`src/rtl/golf_pkg.sv`:
```
// Shared types and constants for the golf ball motion controller:
// FSM state encoding, start/limit positions (11.5 fixed point), the Q8
// sine quarter-wave table and the per-axis position step helper.
package golf_pkg;

    typedef enum logic [1:0] {
        ST_AIM   = 2'd0,
        ST_LATCH = 2'd1,
        ST_ROLL  = 2'd2
    } state_t;

    localparam logic [15:0] START_X = 16'h1400;   // 160 px
    localparam logic [15:0] START_Y = 16'h2D00;   // 360 px
    localparam logic [16:0] X_MAX   = 17'd40928;  // 1279 px
    localparam logic [16:0] Y_MAX   = 17'd23008;  // 719 px

    typedef struct packed {
        logic [15:0] pos;
        logic        hit;
    } axis_step_t;

    // round(256 * sin(deg)) for deg = 0..90
    function automatic logic [8:0] sin_q8(input logic [6:0] deg);
        logic [8:0] v;
        v = '0;
        case (deg)
            7'd0:  v = 9'd0;   7'd1:  v = 9'd4;   7'd2:  v = 9'd9;   7'd3:  v = 9'd13;  7'd4:  v = 9'd18;
            7'd5:  v = 9'd22;  7'd6:  v = 9'd27;  7'd7:  v = 9'd31;  7'd8:  v = 9'd36;  7'd9:  v = 9'd40;
            7'd10: v = 9'd44;  7'd11: v = 9'd49;  7'd12: v = 9'd53;  7'd13: v = 9'd58;  7'd14: v = 9'd62;
            7'd15: v = 9'd66;  7'd16: v = 9'd71;  7'd17: v = 9'd75;  7'd18: v = 9'd79;  7'd19: v = 9'd83;
            7'd20: v = 9'd88;  7'd21: v = 9'd92;  7'd22: v = 9'd96;  7'd23: v = 9'd100; 7'd24: v = 9'd104;
            7'd25: v = 9'd108; 7'd26: v = 9'd112; 7'd27: v = 9'd116; 7'd28: v = 9'd120; 7'd29: v = 9'd124;
            7'd30: v = 9'd128; 7'd31: v = 9'd132; 7'd32: v = 9'd136; 7'd33: v = 9'd139; 7'd34: v = 9'd143;
            7'd35: v = 9'd147; 7'd36: v = 9'd150; 7'd37: v = 9'd154; 7'd38: v = 9'd158; 7'd39: v = 9'd161;
            7'd40: v = 9'd165; 7'd41: v = 9'd168; 7'd42: v = 9'd171; 7'd43: v = 9'd175; 7'd44: v = 9'd178;
            7'd45: v = 9'd181; 7'd46: v = 9'd184; 7'd47: v = 9'd187; 7'd48: v = 9'd190; 7'd49: v = 9'd193;
            7'd50: v = 9'd196; 7'd51: v = 9'd199; 7'd52: v = 9'd202; 7'd53: v = 9'd204; 7'd54: v = 9'd207;
            7'd55: v = 9'd210; 7'd56: v = 9'd212; 7'd57: v = 9'd215; 7'd58: v = 9'd217; 7'd59: v = 9'd219;
            7'd60: v = 9'd222; 7'd61: v = 9'd224; 7'd62: v = 9'd226; 7'd63: v = 9'd228; 7'd64: v = 9'd230;
            7'd65: v = 9'd232; 7'd66: v = 9'd234; 7'd67: v = 9'd236; 7'd68: v = 9'd237; 7'd69: v = 9'd239;
            7'd70: v = 9'd241; 7'd71: v = 9'd242; 7'd72: v = 9'd243; 7'd73: v = 9'd245; 7'd74: v = 9'd246;
            7'd75: v = 9'd247; 7'd76: v = 9'd248; 7'd77: v = 9'd249; 7'd78: v = 9'd250; 7'd79: v = 9'd251;
            7'd80: v = 9'd252; 7'd81: v = 9'd253; 7'd82: v = 9'd254; 7'd83: v = 9'd254; 7'd84: v = 9'd255;
            7'd85: v = 9'd255; 7'd86: v = 9'd255; 7'd87: v = 9'd256; 7'd88: v = 9'd256; 7'd89: v = 9'd256;
            7'd90: v = 9'd256;
            default: v = '0;
        endcase
        return v;
    endfunction

    // Move one axis by delta in the flagged direction using a 17-bit signed
    // intermediate; clamp to [0, max_pos] and report whether it clamped.
    function automatic axis_step_t axis_step(input logic [15:0] pos, input logic [12:0] delta,
                                             input logic neg, input logic [16:0] max_pos);
        logic signed [16:0] sum;
        axis_step_t         r;
        r = '0;
        if (neg) begin
            sum = $signed({1'b0, pos}) - $signed({4'b0, delta});
        end else begin
            sum = $signed({1'b0, pos}) + $signed({4'b0, delta});
        end
        if (sum < 0) begin
            r.pos = '0;
            r.hit = 1'b1;
        end else if (sum > $signed(max_pos)) begin
            r.pos = max_pos[15:0];
            r.hit = 1'b1;
        end else begin
            r.pos = sum[15:0];
        end
        return r;
    endfunction

endpackage

```
`src/rtl/cos_sin_lookup.sv`:
```
// Registered cos/sin lookup: Q8 magnitudes (256 = 1.0) plus sign flags,
// one cycle of latency, folded from a 0..90 degree quarter-wave table.
module cos_sin_lookup
    import golf_pkg::*;
(
    input  logic       clk,
    input  logic [8:0] angle,
    output logic [8:0] cos_mag,
    output logic [8:0] sin_mag,
    output logic       cos_neg,
    output logic       sin_neg
);

    logic [6:0] sin_idx;
    logic [6:0] cos_idx;
    logic       s_neg;
    logic       c_neg;

    // fold the heading into the first quadrant and derive signs
    always_comb begin
        sin_idx = '0;
        cos_idx = '0;
        s_neg   = 1'b0;
        c_neg   = 1'b0;
        if (angle <= 9'd90) begin
            sin_idx = 7'(angle);
            cos_idx = 7'(9'd90 - angle);
        end else if (angle <= 9'd180) begin
            sin_idx = 7'(9'd180 - angle);
            cos_idx = 7'(angle - 9'd90);
            c_neg   = 1'b1;
        end else if (angle <= 9'd270) begin
            sin_idx = 7'(angle - 9'd180);
            cos_idx = 7'(9'd270 - angle);
            s_neg   = 1'b1;
            c_neg   = 1'b1;
        end else begin
            sin_idx = 7'(9'd360 - angle);
            cos_idx = 7'(angle - 9'd270);
            s_neg   = 1'b1;
        end
    end

    // register table outputs
    always_ff @(posedge clk) begin
        sin_mag <= sin_q8(sin_idx);
        cos_mag <= sin_q8(cos_idx);
        sin_neg <= s_neg;
        cos_neg <= c_neg;
    end

endmodule

```
`src/rtl/ball_motion_ctrl.sv`:
```
// Golf ball motion controller: aim heading with buttons, launch on a
// launch-button edge, roll with per-frame friction until the ball stops.
// Wall behaviour: define BALL_BOUNCE_EN to reflect off walls; without it a
// wall hit stops the ball.
module ball_motion_ctrl #(
    parameter int FRICTION    = 2,
    parameter int POWER_SHIFT = 2
) (
    input  logic        pixel_clk_in,
    input  logic        rst_in,
    input  logic        new_frame_in,
    input  logic        btn_left_in,
    input  logic        btn_right_in,
    input  logic        btn_launch_in,
    input  logic [7:0]  power_in,
    output logic [15:0] ballx_out,
    output logic [15:0] bally_out,
    output logic [15:0] angle_out,
    output logic [1:0]  state_out,
    output logic [7:0]  stroke_count_out
);
    import golf_pkg::*;

    state_t      state;
    logic [8:0]  angle;
    logic        latch_cnt;
    logic        launch_prev;
    logic [11:0] speed;
    logic [8:0]  cos_mag;
    logic [8:0]  sin_mag;
    logic        x_neg;
    logic        y_neg;
    logic        calc_pend;
    logic        upd_pend;
    logic [12:0] dx;
    logic [12:0] dy;

    logic [8:0]  lut_cos;
    logic [8:0]  lut_sin;
    logic        lut_cos_neg;
    logic        lut_sin_neg;

    logic        launch_edge;
    logic [11:0] launch_speed;
    logic [11:0] speed_dec;
    logic [11:0] speed_nxt;
    axis_step_t  step_x;
    axis_step_t  step_y;

    assign angle_out = {7'b0, angle};
    assign state_out = state;

    cos_sin_lookup u_trig (
        .clk     (pixel_clk_in),
        .angle   (angle),
        .cos_mag (lut_cos),
        .sin_mag (lut_sin),
        .cos_neg (lut_cos_neg),
        .sin_neg (lut_sin_neg)
    );

    // next-position, friction and launch arithmetic
    always_comb begin
        launch_edge  = btn_launch_in & ~launch_prev;
        launch_speed = 12'({4'b0, power_in} << POWER_SHIFT);
        step_x       = axis_step(ballx_out, dx, x_neg, X_MAX);
        step_y       = axis_step(bally_out, dy, y_neg, Y_MAX);
        speed_dec    = (int'(speed) > FRICTION) ? speed - 12'(FRICTION) : '0;
`ifdef BALL_BOUNCE_EN
        speed_nxt    = speed_dec;
`else
        speed_nxt    = (step_x.hit || step_y.hit) ? '0 : speed_dec;
`endif
    end

    // FSM with the aim, launch and two-stage roll pipeline
    always_ff @(posedge pixel_clk_in) begin
        if (!rst_in) begin
            state            <= ST_AIM;
            angle            <= '0;
            latch_cnt        <= 1'b0;
            launch_prev      <= 1'b1;
            speed            <= '0;
            cos_mag          <= '0;
            sin_mag          <= '0;
            x_neg            <= 1'b0;
            y_neg            <= 1'b0;
            calc_pend        <= 1'b0;
            upd_pend         <= 1'b0;
            dx               <= '0;
            dy               <= '0;
            ballx_out        <= START_X;
            bally_out        <= START_Y;
            stroke_count_out <= '0;
        end else begin
            launch_prev <= btn_launch_in;
            case (state)
                ST_AIM: begin
                    if (new_frame_in) begin
                        if (btn_left_in && !btn_right_in) begin
                            angle <= (angle == 9'd359) ? '0 : angle + 9'd1;
                        end else if (btn_right_in && !btn_left_in) begin
                            angle <= (angle == 9'd0) ? 9'd359 : angle - 9'd1;
                        end
                    end
                    if (launch_edge && (power_in != 8'd0)) begin
                        speed     <= launch_speed;
                        latch_cnt <= 1'b0;
                        state     <= ST_LATCH;
                    end
                end
                ST_LATCH: begin
                    // second LATCH cycle: lookup output reflects the frozen angle
                    if (latch_cnt) begin
                        cos_mag   <= lut_cos;
                        sin_mag   <= lut_sin;
                        x_neg     <= ~lut_cos_neg;
                        y_neg     <= lut_sin_neg;
                        latch_cnt <= 1'b0;
                        calc_pend <= 1'b0;
                        upd_pend  <= 1'b0;
                        state     <= ST_ROLL;
                    end else begin
                        latch_cnt <= 1'b1;
                    end
                end
                ST_ROLL: begin
                    if (new_frame_in && !calc_pend && !upd_pend) begin
                        calc_pend <= 1'b1;
                    end
                    if (calc_pend) begin
                        dx        <= 13'(({9'b0, speed} * {12'b0, cos_mag}) >> 8);
                        dy        <= 13'(({9'b0, speed} * {12'b0, sin_mag}) >> 8);
                        calc_pend <= 1'b0;
                        upd_pend  <= 1'b1;
                    end
                    if (upd_pend) begin
                        upd_pend  <= 1'b0;
                        ballx_out <= step_x.pos;
                        bally_out <= step_y.pos;
                        speed     <= speed_nxt;
`ifdef BALL_BOUNCE_EN
                        if (step_x.hit) x_neg <= ~x_neg;
                        if (step_y.hit) y_neg <= ~y_neg;
`endif
                        if (speed_nxt == '0) begin
                            state <= ST_AIM;
                            if (stroke_count_out != 8'd255) begin
                                stroke_count_out <= stroke_count_out + 8'd1;
                            end
                        end
                    end
                end
                default: state <= ST_AIM;
            endcase
        end
    end

endmodule

```
`config.mk`:
```
export PLATFORM = sky130hd
export DESIGN_NAME = ball_motion_ctrl
export DESIGN_NICKNAME = d
export VERILOG_FILES = /design/src/rtl/golf_pkg.sv /design/src/rtl/cos_sin_lookup.sv /design/src/rtl/ball_motion_ctrl.sv
export SDC_FILE = /design/constraint.sdc
export NUM_CORES = 1
export LEC_CHECK = 0
export ABC_AREA = 1
export BUFFER_PORTS_ARGS = -buffer_cell sky130_fd_sc_hd__buf_2
export CAP_MARGIN = 0
export CORE_MARGIN = 2
export CORE_UTILIZATION = 35
export CTS_BUF_LIST = sky130_fd_sc_hd__clkbuf_16
export DETAILED_ROUTE_END_ITERATION = 12
export PLACE_DENSITY = 0.54
export SYNTH_ARGS = -nofsm -noshare
export SYNTH_HDL_FRONTEND = slang
export SYNTH_HIERARCHICAL = 1
export SYNTH_SLANG_ARGS = --single-unit
```
`constraint.sdc`:
```
create_clock -name pixel_clk_in -period 8.48 [get_ports pixel_clk_in]
set_clock_uncertainty 0.15 [all_clocks]
set_input_delay 1.272 -clock pixel_clk_in [delete_from_list [all_inputs] [get_ports pixel_clk_in]]
set_output_delay 1.272 -clock pixel_clk_in [all_outputs]
set_load 0.005 [all_outputs]
```
==> flow_summary.json <==
{
  "first_pass_iters": 7,
  "antenna_found_initial": 0,
  "cp-end-kind": "flop",
  "p_leak_nw": 10.1,
  "power.density_nw_per_um2": 122,
  "areaGrowthSynthToFinish_pct": 7.21,
  "die_area_um2": 52300,
  "async_reset_ff_share_pct": 0,
  "synthTopCellsByArea": "fa_1 16%, nand2_1 16%, dfxtp_1 15%, ha_1 10%, inv_1 9.3%",
  "cap_violations": 0,
  "post-cts-setup-buffer-count": 0,
  "holdWs_ns": 0.258,
  "insertion_delay_ns": 0.46,
  "grt_pass1_vias": 15973,
  "reg2reg_depth": 20,
  "ff2ff_setup_slack_ns": 3.05,
  "worstHoldStart": "u_trig/cos_neg",
  "cts_tree": "yes",
  "drv_slew": 0,
  "setup_violations": 0,
  "netlist_area_um2": 17700,
  "tns_ns": 0,
  "clock_path_buffers": 2,
  "grt_pass1_wl_um": 80100,
  "core-area_um2": 50000,
  "drive_gt1_share_pct": 7.90,
  "synth_top_area_share_pct": 16.1,
  "cp.arrival_ns": 5.66,
  "clock-root-buffer": "clkbuf_16",
  "wl_per_cell_um": 14.5,
  "synth-main-ff-cell": "dfxtp_1",
  "peakVddDrop_uv": 132,
  "rr_startpoint": "speed[4]",
  "cts_sinks": 133,
  "p_int_mw": 1.37,
  "drtIter0Drc": 1040,
  "grt-ovfl-total": 0,
  "ys_seq_elements": 133,
  "grt_usage_pct": 18.6,
  "io_pins": 72,
  "relSlewSlack_pct": 32.4,
  "viasPerCell": 4.93,
  "place_congestion": 0.876,
  "switching_share_pct": 40.4,
  "vias": 16486,
  "cts_buffers": 17,
  "status": "completed",
  "synthCells": 2669,
  "ant_nets": 0,
  "period_needed_ns": 5.43,
  "cts-resized-gates": 0,
  "nets": 2956,
  "grt_max_degree": 56,
  "required_ns": 8.72,
  "reg2reg_to": "dx[12]",
  "h-tree-depth": 4,
  "p_seq_share_pct": 31.3,
  "critical_path_class": "flop to flop",
  "synth.distinct_cells": 62,
  "crit_fanout": 23,
  "fp.dieW_um": 229,
  "switchingPower_mw": 0.931,
  "dp_hpwl_um": 38000,
  "hold_viol": 0,
  "min_period_over_period_pct": 64.0,
  "drc": 0,
  "timing.fmax_mhz": 184,
  "hold_depth": 1,
  "grt_setup_unrepaired": "no",
  "cp-start-kind": "flop",
  "hp-class": "flop to flop",
  "drt-total-wl_um": 48400,
  "synth.largest_area_cell": "fa_1",
  "synth.avg_cell_area_um2": 6.62,
  "ctsHoldBuffers": 0,
  "yosysWarnings": 6,
  "portBuffers": 64,
  "comb_power_share_pct": 35.8,
  "core.rowCount": 82,
  "clk_pin_slew_worst_paths_ns": 0.07,
  "start_util_pct": 35.4,
  "die_h_um": 229,
  "diodes": 0,
  "worstMarginPinSlew_ns": 1.01,
  "p_clk_share_pct": 32.9,
  "yosysSeqAreaShare_pct": 15.1,
  "synth_edf_count": 0,
  "holdPathEnd": "x_neg"
}
worst max-delay path, cell delays in order, from the launching register on:
cell	delay, ns
dfxtp_1	0.94
nand2_1	0.16
fa_1	0.52
inv_1	0.06
fa_1	0.52
fa_1	0.54
fa_1	0.49
ha_1	0.36
inv_1	0.08
nor3_1	0.31
nand3_1	0.12
nand2_1	0.15
nand3_1	0.08
nand2_1	0.10
nand2_1	0.07
nand2_1	0.09
nand3_1	0.08
or2_2	0.29
nand3_1	0.07
nand2_1	0.04
o21ai_0	0.15
cell usage after synthesis, types with 16 or more instances:
master    number
clkbuf_1      57
nand2_2       31
buf_4         20
nand2_1      752
xor2_1        57
nand3_1      204
ha_1         141
nor2_1       193
dfxtp_1      133
a21oi_1      132
o21ai_1       16
nor3_1        20
inv_1        439
fa_1         142
o21ai_0       94
o211ai_1      18
xnor2_1       16
registers in the layout (all words and copies together) (netlist names):
signal,flops
u_trig/sin_neg,1
stroke_count_out,8
calc_pend,1
latch_cnt,1
dx,13
sin_mag,9
angle,9
state_out,2
bally_out,16
launch_prev,1
speed,12
u_trig/cos_neg,1
cos_mag,9
upd_pend,1
ballx_out,16
x_neg,1
y_neg,1
dy,13
u_trig/sin_mag,9
u_trig/cos_mag,9
power groups by stage:
stage | Clock (mW) | Combinational [mW] | Sequential [mW]
3_5_place_dp | 0 | 0.810 | 0.734
5_1_grt | 0.804 | 0.932 | 0.727
6_report | 0.758 | 0.824 | 0.721
4_1_cts | 0.778 | 0.814 | 0.721
3_3_place_gp | 0 | 0.813 | 0.733
2_1_floorplan | 0 | 0.684 | 0.712
per-stage QoR:
step / std cells / worst slack [ns] / power [mW] / cell area (µm²) / util, %
global placement: 3312 / 3.26 / 1.55 / 18300 / 36.7
CTS: 3344 / 3.16 / 2.31 / 18900 / 37.9
detailed placement: 3312 / 3.19 / 1.54 / 18300 / 36.7
finish: 3344 / 3.05 / 2.30 / 18900 / 37.9
global route: 3344 / 2.60 / 2.46 / 18900 / 37.9
floorplan: 2675 / 3.51 / 1.40 / 17700 / -
logic make-up (layout without fill, tap and decap cells):
family / Yosys count / count (layout) / share of synthesized area, %
DFF: 133 / 133 / 15.1
other: 1 / 7 / 0.0212
muxes: 1 / 1 / 0.0567
and+or+nand+nor: 1266 / 1266 / 30.5
AOI/OAI and AO/OA: 343 / 343 / 11.4
xor gates and xnor gates: 75 / 75 / 3.80
adders and majority gates: 283 / 283 / 26.1
buffers and inverters: 567 / 564 / 13.1
worst max-delay path by stage:
stage / end / from / slack, ns
after floorplan: dx[12] / speed[1] / 3.51
after global placement: dx[12] / speed[8] / 3.26
after detailed placement: dx[12] / speed[3] / 3.19
after CTS: dx[12] / speed[4] / 3.16
after global routing: dx[12] / speed[7] / 2.60
final: dx[12] / speed[4] / 3.05
area by class of cell:
type / count / area (µm²)
fill: 5418 / 31000
multi-input combinational: 1975 / 12700
sequential: 133 / 2660
inverter: 458 / 1730
tap: 672 / 841
clock buffer: 17 / 425
timing repair buffer: 74 / 395
clock inverter: 15 / 170
layout by cell type, fill, tap and decap left out, drive strengths merged, types with 2 or more instances in the layout:
| master | instances |
|---|---|
| a221oi | 3 |
| nor3 | 22 |
| o221ai | 2 |
| ha | 141 |
| conb | 7 |
| nand3b | 11 |
| xnor2 | 16 |
| xor2 | 59 |
| o21a | 3 |
| dfxtp | 133 |
| o21bai | 7 |
| fa | 142 |
| o32ai | 5 |
| o41ai | 8 |
| o211ai | 18 |
| a31oi | 10 |
| buf | 74 |
| o22ai | 9 |
| nor2 | 207 |
| nand2 | 788 |
| bufinv | 2 |
| a22oi | 3 |
| clkinv | 5 |
| nand4 | 12 |
| o31ai | 5 |
| clkinvlp | 5 |
| nor4 | 7 |
| inv | 461 |
| a21oi | 141 |
| a21o | 3 |
| clkbuf | 17 |
| a211oi | 6 |
| nand3 | 209 |
| or2 | 9 |
| o21ai | 116 |
layer usage:
| metal | vias up | global-route usage [%] | wire length, µm |
|---|---|---|---|
| li1 | 8327 | - | - |
| met3 | 73 | 2.32 | 1850 |
| met2 | 383 | 32.2 | 23200 |
| met4 | 0 | 6.03 | 1040 |
| met1 | 7703 | 23.8 | 22400 |
| met5 | - | 0 | 0 |
Note: power is estimated with default switching activity, not from simulation.
